<file path="src/rtl/pipe_pkg.sv">
// Shared helpers for the elastic register pipeline.
package pipe_pkg;

    // Bits needed to count 0..depth valid stages (at least one bit).
    function automatic int unsigned occ_width(input int unsigned depth);
        return (depth < 1) ? 1 : $clog2(depth + 1);
    endfunction

endpackage

</file>
<file path="src/rtl/pipe_stage.sv">
// One pipeline stage: a valid flag plus a data register.
// Data only loads when a valid word arrives, so bubbles never overwrite it.
module pipe_stage
    import pipe_pkg::*;
#(
    parameter int unsigned      WIDTH     = 8,
    parameter logic [WIDTH-1:0] RESET_VAL = '0
) (
    input  logic             clk,
    input  logic             reset,
    input  logic             flush,
    input  logic             adv,
    input  logic             vin,
    input  logic [WIDTH-1:0] din,
    output logic             vout,
    output logic [WIDTH-1:0] dout
);

    // Valid/data register: flush clears valid only, advance moves a word in.
    always_ff @(posedge clk or posedge reset) begin
        if (reset) begin
            vout <= 1'b0;
            dout <= RESET_VAL;
        end else if (flush) begin
            vout <= 1'b0;
        end else if (adv) begin
            vout <= vin;
            if (vin) begin
                dout <= din;
            end
        end
    end

endmodule

</file>
<file path="src/rtl/pipe_reg_chain.sv">
// Elastic register pipeline of DEPTH stages with valid/ready at both ends.
// A stage advances when it is empty or the stage after it advances, so
// bubbles collapse while the output is stalled.
module pipe_reg_chain
    import pipe_pkg::*;
#(
    parameter int unsigned      WIDTH     = 8,
    parameter int unsigned      DEPTH     = 3,
    parameter logic [WIDTH-1:0] RESET_VAL = '0
) (
    input  logic                           clk,
    input  logic                           reset,
    input  logic                           flush,
    input  logic                           in_valid,
    output logic                           in_ready,
    input  logic [WIDTH-1:0]               in_data,
    output logic                           out_valid,
    input  logic                           out_ready,
    output logic [WIDTH-1:0]               out_data,
    output logic [occ_width(DEPTH)-1:0]    occupancy
);

    localparam int unsigned OCC_W = occ_width(DEPTH);

    logic [DEPTH-1:0] v;
    logic [DEPTH-1:0] adv;
    logic [WIDTH-1:0] d [DEPTH];
    logic             accept;

    // Ready chain, computed from the output end back towards the input.
    always_comb begin
        adv          = '0;
        adv[DEPTH-1] = !v[DEPTH-1] | out_ready;
        for (int unsigned j = 1; j < DEPTH; j++) begin
            adv[DEPTH-1-j] = !v[DEPTH-1-j] | adv[DEPTH-j];
        end
    end

    assign in_ready  = adv[0] & !flush;
    assign accept    = in_valid & in_ready;
    assign out_valid = v[DEPTH-1];
    assign out_data  = d[DEPTH-1];

    for (genvar k = 0; k < DEPTH; k++) begin : g_stage
        logic             vin_k;
        logic [WIDTH-1:0] din_k;

        if (k == 0) begin : g_head
            assign vin_k = accept;
            assign din_k = in_data;
        end else begin : g_body
            assign vin_k = v[k-1];
            assign din_k = d[k-1];
        end

        pipe_stage #(
            .WIDTH     (WIDTH),
            .RESET_VAL (RESET_VAL)
        ) u_stage (
            .clk   (clk),
            .reset (reset),
            .flush (flush),
            .adv   (adv[k]),
            .vin   (vin_k),
            .din   (din_k),
            .vout  (v[k]),
            .dout  (d[k])
        );
    end

    // Occupancy is the population count of the stage valid flags.
    always_comb begin
        occupancy = '0;
        for (int unsigned i = 0; i < DEPTH; i++) begin
            occupancy = occupancy + OCC_W'(v[i]);
        end
    end

endmodule

</file>
<file path="config.mk">
export PLATFORM = sky130hd
export DESIGN_NAME = pipe_reg_chain
export DESIGN_NICKNAME = d
export VERILOG_FILES = /design/src/rtl/pipe_pkg.sv /design/src/rtl/pipe_stage.sv /design/src/rtl/pipe_reg_chain.sv
export SDC_FILE = /design/constraint.sdc
export NUM_CORES = 1
export LEC_CHECK = 0
export ABC_AREA = 1
export BUFFER_PORTS_ARGS = -buffer_cell sky130_fd_sc_hd__clkbuf_2
export CORE_MARGIN = 2
export CORE_UTILIZATION = 30
export CTS_CLUSTER_DIAMETER = 200
export CTS_CLUSTER_SIZE = 14
export DETAILED_ROUTE_END_ITERATION = 8
export PLACE_DENSITY = 0.47
export SLEW_MARGIN = 20
export SYNTH_ARGS = -nofsm -noshare
export SYNTH_HDL_FRONTEND = slang
export SYNTH_SLANG_ARGS = --single-unit
</file>
<file path="constraint.sdc">
create_clock -name clk -period 1.3 [get_ports clk]
set_input_delay 0.26 -clock clk [delete_from_list [all_inputs] [get_ports clk]]
set_output_delay 0.26 -clock clk [all_outputs]
set_load 0.05 [all_outputs]
</file>
Word level (Yosys, flattened, before mapping)
Index checks and enable logic that the tools add are counted.
{ "word_totals": {"regBits": 27, "output_inout_bits": 12, "wordCells": 30} }
{ "classes": {"add_sub_neg": 2, "mux": 6, "n_bitwise": 6, "n_reduce_logical": 10} }
{ "ops": {"columns": ["operator", "n"], "rows": [
  ["AND reduction 3 bit", 3],
  ["two-way mux 1 bit", 6],
  ["nonzero test 2 bit", 3],
  ["logical NOT 1 bit", 4],
  ["bitwise OR 1 bit", 3],
  ["adder 1 x 1 -> 2 bit", 1],
  ["adder 2 x 1 -> 2 bit", 1],
  ["AND 1 bit", 2],
  ["inverter 1 bit", 1]
]} }

Logic depth before layout (Yosys ltp)
Gate-level depths: netlist (run 1).
{ "logic_depth": {"ltp_word": 8, "depth_mapped": 6, "mapped_depth_nobuf": 5} }

Hierarchy
A second synthesis (run 1) with hierarchy kept.
{ "hier_totals": {"hier_cells": 130, "area_unflattened_um2": 1241.2} }
{ "modules_own_cells": {"columns": ["module", "instances", "cells_per_inst", "area_each_um2", "seq_area_each_um2"], "rows": [
  ["pipe_stage", 3, 40, 391.6, 225.2],
  ["pipe_reg_chain", 1, 10, 66.3, 0.0]
]} }

Worst setup path before layout (run 1)
No wires, ideal clock.
{ "synth_timing": {"path_kind": "register -> output", "start": "register g_stage[2].u_stage.vout", "end": "output occupancy[0]", "arrival_time_ns": 1.530, "required_time_ns": 1.040, "setup_slack_ns": -0.490, "stages_incl_launch_ff": 2, "path_buffers": 0, "cell_sequence": "dfrtp_1 -> fa_1"} }
{ "synth_via": {"elab_chain_len": 1} }
{ "synth_rtl": {"columns": ["item", "line", "source"], "rows": [
  ["from (decl)", "pipe_stage.sv:15", "output logic vout,"],
  ["from (signal assigned)", "pipe_stage.sv:27", "vout <= vin;"],
  ["adder 2 x 1 -> 2 bit", "pipe_reg_chain.sv:75", "occupancy = occupancy + OCC_W'(v[i]);"],
  ["to (decl)", "pipe_reg_chain.sv:20", "output logic [occ_width(DEPTH)-1:0] occupancy"]
]} }
Every way passes these cells.

Final worst setup path (run 1)
{ "layout_timing": {"start": "register g_stage[0].u_stage.vout", "end": "output occupancy[0]"} }
{ "layout_via": {"elab_chain_len": 2} }
{ "layout_rtl": {"columns": ["item", "line"], "rows": [
  ["from (decl)", "pipe_stage.sv:15"],
  ["from (signal assigned)", "pipe_stage.sv:27"],
  ["adder 1 x 1 -> 2 bit", "pipe_reg_chain.sv:75"],
  ["adder 2 x 1 -> 2 bit", "pipe_reg_chain.sv:75"]
]} }
Every way passes these cells.

==> metrics.yaml, run 1 <==
final_common_cell: "nand2_1"
cp_top_family: "adder cells"
routed_wl_um: 1970
drtPass1Iterations: 4
clk_pin_slew_ns: 0.09
vias: 816
ir_worst_vdd_mv: 0.374
vias_per_cell: 4.16
arrival_ns: 1.41
leakagePower_nw: 0.751
wire_per_inst_um: 10.0
yosysWarningCount: 0
violations: "setup timing"
num_io_pins: 25
worstSetupEndpointType: "primary output"
postSynthAreaPerCell_um2: 9.86
nets: 163
powerDensity_nw_per_um2: 1420
gr-total-overflow: 0
worstMarginPinSlew_ns: 0.337
fp.dieH_um: 66.5
start_util_pct: 31.6
grt_max_degree: 28
drc: 0
crit_path_start_kind: "flip-flop"
p_clk_share_pct: 22.1
crit_path_max_fanout: 2
ys_seq_area_share_pct: 57.6
min_path_type: "input pin to asynchronous set/reset pin"
die-area_um2: 4430
r2r-start: "g_stage[2].u_stage.vout$_DFFE_PP0P_"
skew_ns: 0.00616
synthDistinctLibCells: 16
cts_root_buf: "clkbuf_8"
synth_cells: 119
dp_hpwl_um: 1510
cap_violations: 0
dr.first_iter.drc_count: 22
antenna_found_initial: 0
status: "complete, but fails checks"
reg2reg_depth: 6
pwr-share-seq_pct: 50.3
hold_violations: 0
gp_congestion: 0.686
synth-seq-cells: 27
cts_made_buffers: 3
path_cells: "fa_2 > buf_8"
grt_pass1_wl_um: 3610
layout_common_cells: "32 x nand2_1, 26 x dfrtp_1, 20 x clkbuf_2"
netlist_area_um2: 1170
fillers: 387
num_rows: 22
rsz0062_at_grt: "yes"
cp.required_ns: 1.04
n_antenna_cell: 0
cts_tree: "built"
fin_util_pct: 39.7
drive_above_1_share_pct: 31.8
antenna_left: 0
clk_latency_ns: 0.27
drv_slew: 0
die_x_um: 66.5
period_minus_slack_ns: 1.67
p_sw_share_pct: 34.8
fin_crit_sh_pct: 128
core_area_um2: 3720
cp_slowest_cell: "fa_2"
place_ws_ns: -0.170
intPower_w: 0.00136
timing.final.ws_setup_ns: -0.368
syn_to_final_growth_pct: 25.8
cts.sinks: 27
worst_hold_slack_ns: 0.0136
io_buffers: 24
r2r-end: "g_stage[0].u_stage.dout[6]$_DFFE_PP0P_"
switching_power_w: 0.000730
final-setup-viol-count: 3
timing.fmax_ghz: 0.600
rrSetupSlack_ns: 0.12
cpPeakStageDelay_ns: 0.59
ctsHtreeMaxLevel: 1
path_class: "flip-flop to primary output"
power.total_w: 0.00209
cp_num_buf_inv: 1
slew_headroom_pct: 77.5
fin_setup_tns_ns: -0.735
clk_path_buf_depth: 2
synth_fp_nets: 133
track_usage_pct: 10.8
grt_pass1_vias: 800
pwr-share-comb_pct: 27.6
## worst reg2reg max path: cells and delay by family (launching register included)
family | cells | cell delay [ns]
buf+inv | 2 | 0.29
simple gates | 4 | 0.36
flops | 1 | 0.44
## what timing repair did
action	in CTS	in global routing
hold buffers	0	0
buffers inserted	0	1
gates resized for setup	14	5
setup endpoints to repair	4	6
## through the flow
stage	area, µm²	std cells
finish	1480	196
detailed placement	1360	192
global route	1480	196
global placement	1360	192
CTS	1470	196
floorplan	1180	119
## cells in the mapped netlist
cell,number,area share [%]
inv_1,19,6.1
fa_1,1,1.7
nand3_4,3,4.5
o21ai_1,16,6.8
buf_6,3,2.9
buf_4,1,0.64
inv_2,1,0.32
o21ai_0,1,0.43
dfrtp_1,27,58
o21ai_2,2,1.5
nand3_2,1,0.85
nand2_2,1,0.53
nand2_1,33,11
buf_1,1,0.32
nand4_2,1,1.1
nand4_1,8,4.3
## kinds of logic after synthesis
logic type | Yosys count | synth area share (%)
fa+ha+maj | 1 | 1.71
flops | 27 | 57.6
simple gates | 47 | 21.7
buf+inv | 25 | 10.2
compound gates | 19 | 8.74
## final cells by class
cell class,instances,area (µm²),area share [%]
Clock buffer,3,41.3,2.80
Sequential cell,27,677,45.8
Multi-Input combinational cell,67,392,26.5
Timing Repair Buffer,30,226,15.3
Tap cell,48,60.1,4.07
Inverter,20,75.1,5.08
Clock inverter,1,5.00,0.339
## power groups by stage
stage | Combinational, W | Clock (W) | Sequential [W]
after floorplan | 0.000221 | 0 | 0.00128
after global placement | 0.000552 | 0 | 0.00107
after detailed placement | 0.000558 | 0 | 0.00107
after CTS | 0.000582 | 0.000488 | 0.00106
after global routing | 0.000634 | 0.000518 | 0.00108
final | 0.000577 | 0.000463 | 0.00105
## registers in the layout, summed over array words and instances, names as in the netlist
name / count
g_stage.u_stage.dout: 24
g_stage.u_stage.vout: 3
## layer usage
layer | track usage (%) | vias to the layer above | wire (µm)
met5 | 0 | - | 0
met4 | 3.83 | 0 | 8
met3 | 2.03 | 2 | 97
met2 | 16.9 | 19 | 870
met1 | 14.9 | 355 | 989
li1 | - | 440 | -
## worst max path at each step
stage	from	to	slack, ns	cells past startpoint
after floorplan	g_stage[2].u_stage.vout$_DFFE_PP0P_	occupancy[0]	-0.24	1
after global placement	g_stage[0].u_stage.vout$_DFFE_PP0P_	occupancy[0]	-0.17	2
after detailed placement	g_stage[0].u_stage.vout$_DFFE_PP0P_	occupancy[0]	-0.17	2
after CTS	g_stage[0].u_stage.vout$_DFFE_PP0P_	occupancy[0]	-0.40	2
after global routing	g_stage[0].u_stage.vout$_DFFE_PP0P_	occupancy[0]	-0.40	2
final	g_stage[0].u_stage.vout$_DFFE_PP0P_	occupancy[0]	-0.37	2
No activity file was read; power rests on OpenSTA's default activity.
==> run 2, diff against run 1 <==
--- a/config.mk
+++ b/config.mk
@@ -12,7 +12,7 @@
 export CTS_CLUSTER_DIAMETER = 200
 export CTS_CLUSTER_SIZE = 14
 export DETAILED_ROUTE_END_ITERATION = 8
-export PLACE_DENSITY = 0.47
+export PLACE_DENSITY = 0.59
 export SLEW_MARGIN = 20
 export SYNTH_ARGS = -nofsm -noshare
 export SYNTH_HDL_FRONTEND = slang
==> metrics.yaml, run 2 (same netlist as run 1, synthesis figures left out) <==
io_buffers: 24  # unchanged
drv_slew: 0  # unchanged
path_class: "flip-flop to primary output"
cts.sinks: 27  # unchanged
gp_congestion: 0.778  # +13%
ctsHoldBuffers: 0  # unchanged
clk_latency_ns: 0.27  # about the same
cap_violations: 0  # unchanged
routed_wl_um: 1990  # +1.2%
antenna_left: 0  # unchanged
clk_pin_slew_ns: 0.09  # about the same
core_area_um2: 3720  # unchanged
top_regs: "g_stage.u_stage.dout x24, g_stage.u_stage.vout x3"
cts_tree: "built"
top_register: "g_stage.u_stage.dout"
ctsHtreeMaxLevel: 1  # unchanged
worstSetupEndpointType: "primary output"
n_antenna_cell: 0  # unchanged
fin_crit_sh_pct: 129  # +0.54 points
antenna_found_initial: 0  # unchanged
arrival_ns: 1.41  # about the same
violations: "setup timing"
grt_max_degree: 28  # unchanged
stdcell_count: 196  # unchanged
slew_headroom_pct: 78.2  # +0.66 points
num_io_pins: 25  # unchanged
crit_path_start_kind: "flip-flop"
gr-total-overflow: 0  # unchanged
dr.first_iter.drc_count: 35  # +59%
die_x_um: 66.5  # unchanged
place_ws_ns: -0.185  # -0.0148 ns
syn_to_final_growth_pct: 25.2
layout_common_cells: "32 x nand2_1, 26 x dfrtp_1, 20 x clkbuf_2"
ir_worst_vdd_mv: 0.370  # -1.1%
drtPass1Iterations: 4  # unchanged
vias_per_cell: 4.18  # +0.49%
nets: 163  # unchanged
cts_made_buffers: 3  # unchanged
final_common_cell: "nand2_1"
min_path_type: "input pin to asynchronous set/reset pin"
cts_root_buf: "clkbuf_8"
timing.final.ws_setup_ns: -0.375  # -0.00704 ns
dp_hpwl_um: 1530  # +1.5%
rsz0062_at_grt: "yes"
status: "complete, but fails checks"
grt_pass1_wl_um: 3560  # -1.3%
grt_pass1_vias: 784  # -2.0%
skew_ns: 0.00233  # -0.00382 ns
wire_per_inst_um: 10.1  # +1.2%
crit_path_max_fanout: 2  # unchanged
powerDensity_nw_per_um2: 1430  # +0.80%
drive_above_1_share_pct: 31.8  # unchanged
track_usage_pct: 10.5  # -0.28 points
die-area_um2: 4430  # unchanged
start_util_pct: 31.6  # unchanged
hold_violations: 0  # unchanged
leakagePower_nw: 0.744  # -1.0%
period_minus_slack_ns: 1.67  # +0.00704 ns
drc: 0  # unchanged
clk_path_buf_depth: 2  # unchanged
cp.required_ns: 1.04  # about the same
fp.dieH_um: 66.5  # unchanged
timing.fmax_ghz: 0.597  # -0.42%
worstMarginPinSlew_ns: 0.327  # -0.00996 ns
num_rows: 22  # unchanged
final-setup-viol-count: 3  # unchanged
vias: 820  # +0.49%
place_inst: 192  # unchanged
largest_reg_flops: 24  # unchanged
-- run 2: where the power goes --
part           switching, W  leakage, nW  internal (W)
Sequential        0.0000776        0.345      0.000979
Combinational      0.000407        0.377      0.000169
Clock              0.000251       0.0217      0.000217
Total              0.000735        0.744       0.00136
-- run 2: worst paths after layout --
kind                                                        start                                endpoint  slack, ns  cells past startpoint
setup / recovery              g_stage[0].u_stage.vout$_DFFE_PP0P_                            occupancy[0]      -0.37                      2
hold reg to reg            g_stage[0].u_stage.dout[3]$_DFFE_PP0P_  g_stage[0].u_stage.dout[3]$_DFFE_PP0P_       0.49                      2
setup reg to reg              g_stage[0].u_stage.vout$_DFFE_PP0P_  g_stage[0].u_stage.dout[1]$_DFFE_PP0P_       0.11                      6
min in group clk                                            flush     g_stage[0].u_stage.vout$_DFFE_PP0P_       0.22                      2
max in group asynchronous                                   reset     g_stage[2].u_stage.vout$_DFFE_PP0P_       1.02                      3
hold / removal                                              reset  g_stage[2].u_stage.dout[0]$_DFFE_PP0P_       0.01                      3
-- run 2: routing by layer --
metal	routed length, µm	track usage [%]	vias to the layer above
met2	905	16.0	20
met3	89	1.01	2
li1	-	-	433
met4	27	6.12	0
met5	0	0	-
met1	965	14.5	365
-- run 2: area by class of cell --
class	instances	area (µm²)
multi-input cells	67	392
well taps	48	60.1
fillers	389	2250
repair buffers	30	216
inverters	20	75.1
clock buffers	3	41.3
clock inverters	1	7.51
flip-flops and latches	27	677
-- run 2: timing repair --
item,in CTS,in global routing
gates resized for setup,10,9
hold endpoints to repair,0,0
setup endpoints to repair,4,4
setup buffers,0,1
pin swaps,0,2
-- run 2: worst max-delay path, stage by stage (launching register included) --
cell     delay (ns)
dfrtp_1        0.41
fa_2           0.59
buf_8          0.14
-- run 2: metrics by stage --
step                      total power (W)  instance area (µm²)  hold WS [ns]  utilization, %  TNS (ns)
after floorplan                   0.00150                 1180         0.313               -    -0.433
after global placement            0.00162                 1360         0.309            36.5    -0.168
after detailed placement          0.00164                 1360         0.316            36.5    -0.185
after CTS                         0.00213                 1450        0.0196            39.0    -0.829
after global routing              0.00225                 1470        0.0327            39.5    -0.839
final                             0.00210                 1470        0.0111            39.5    -0.734
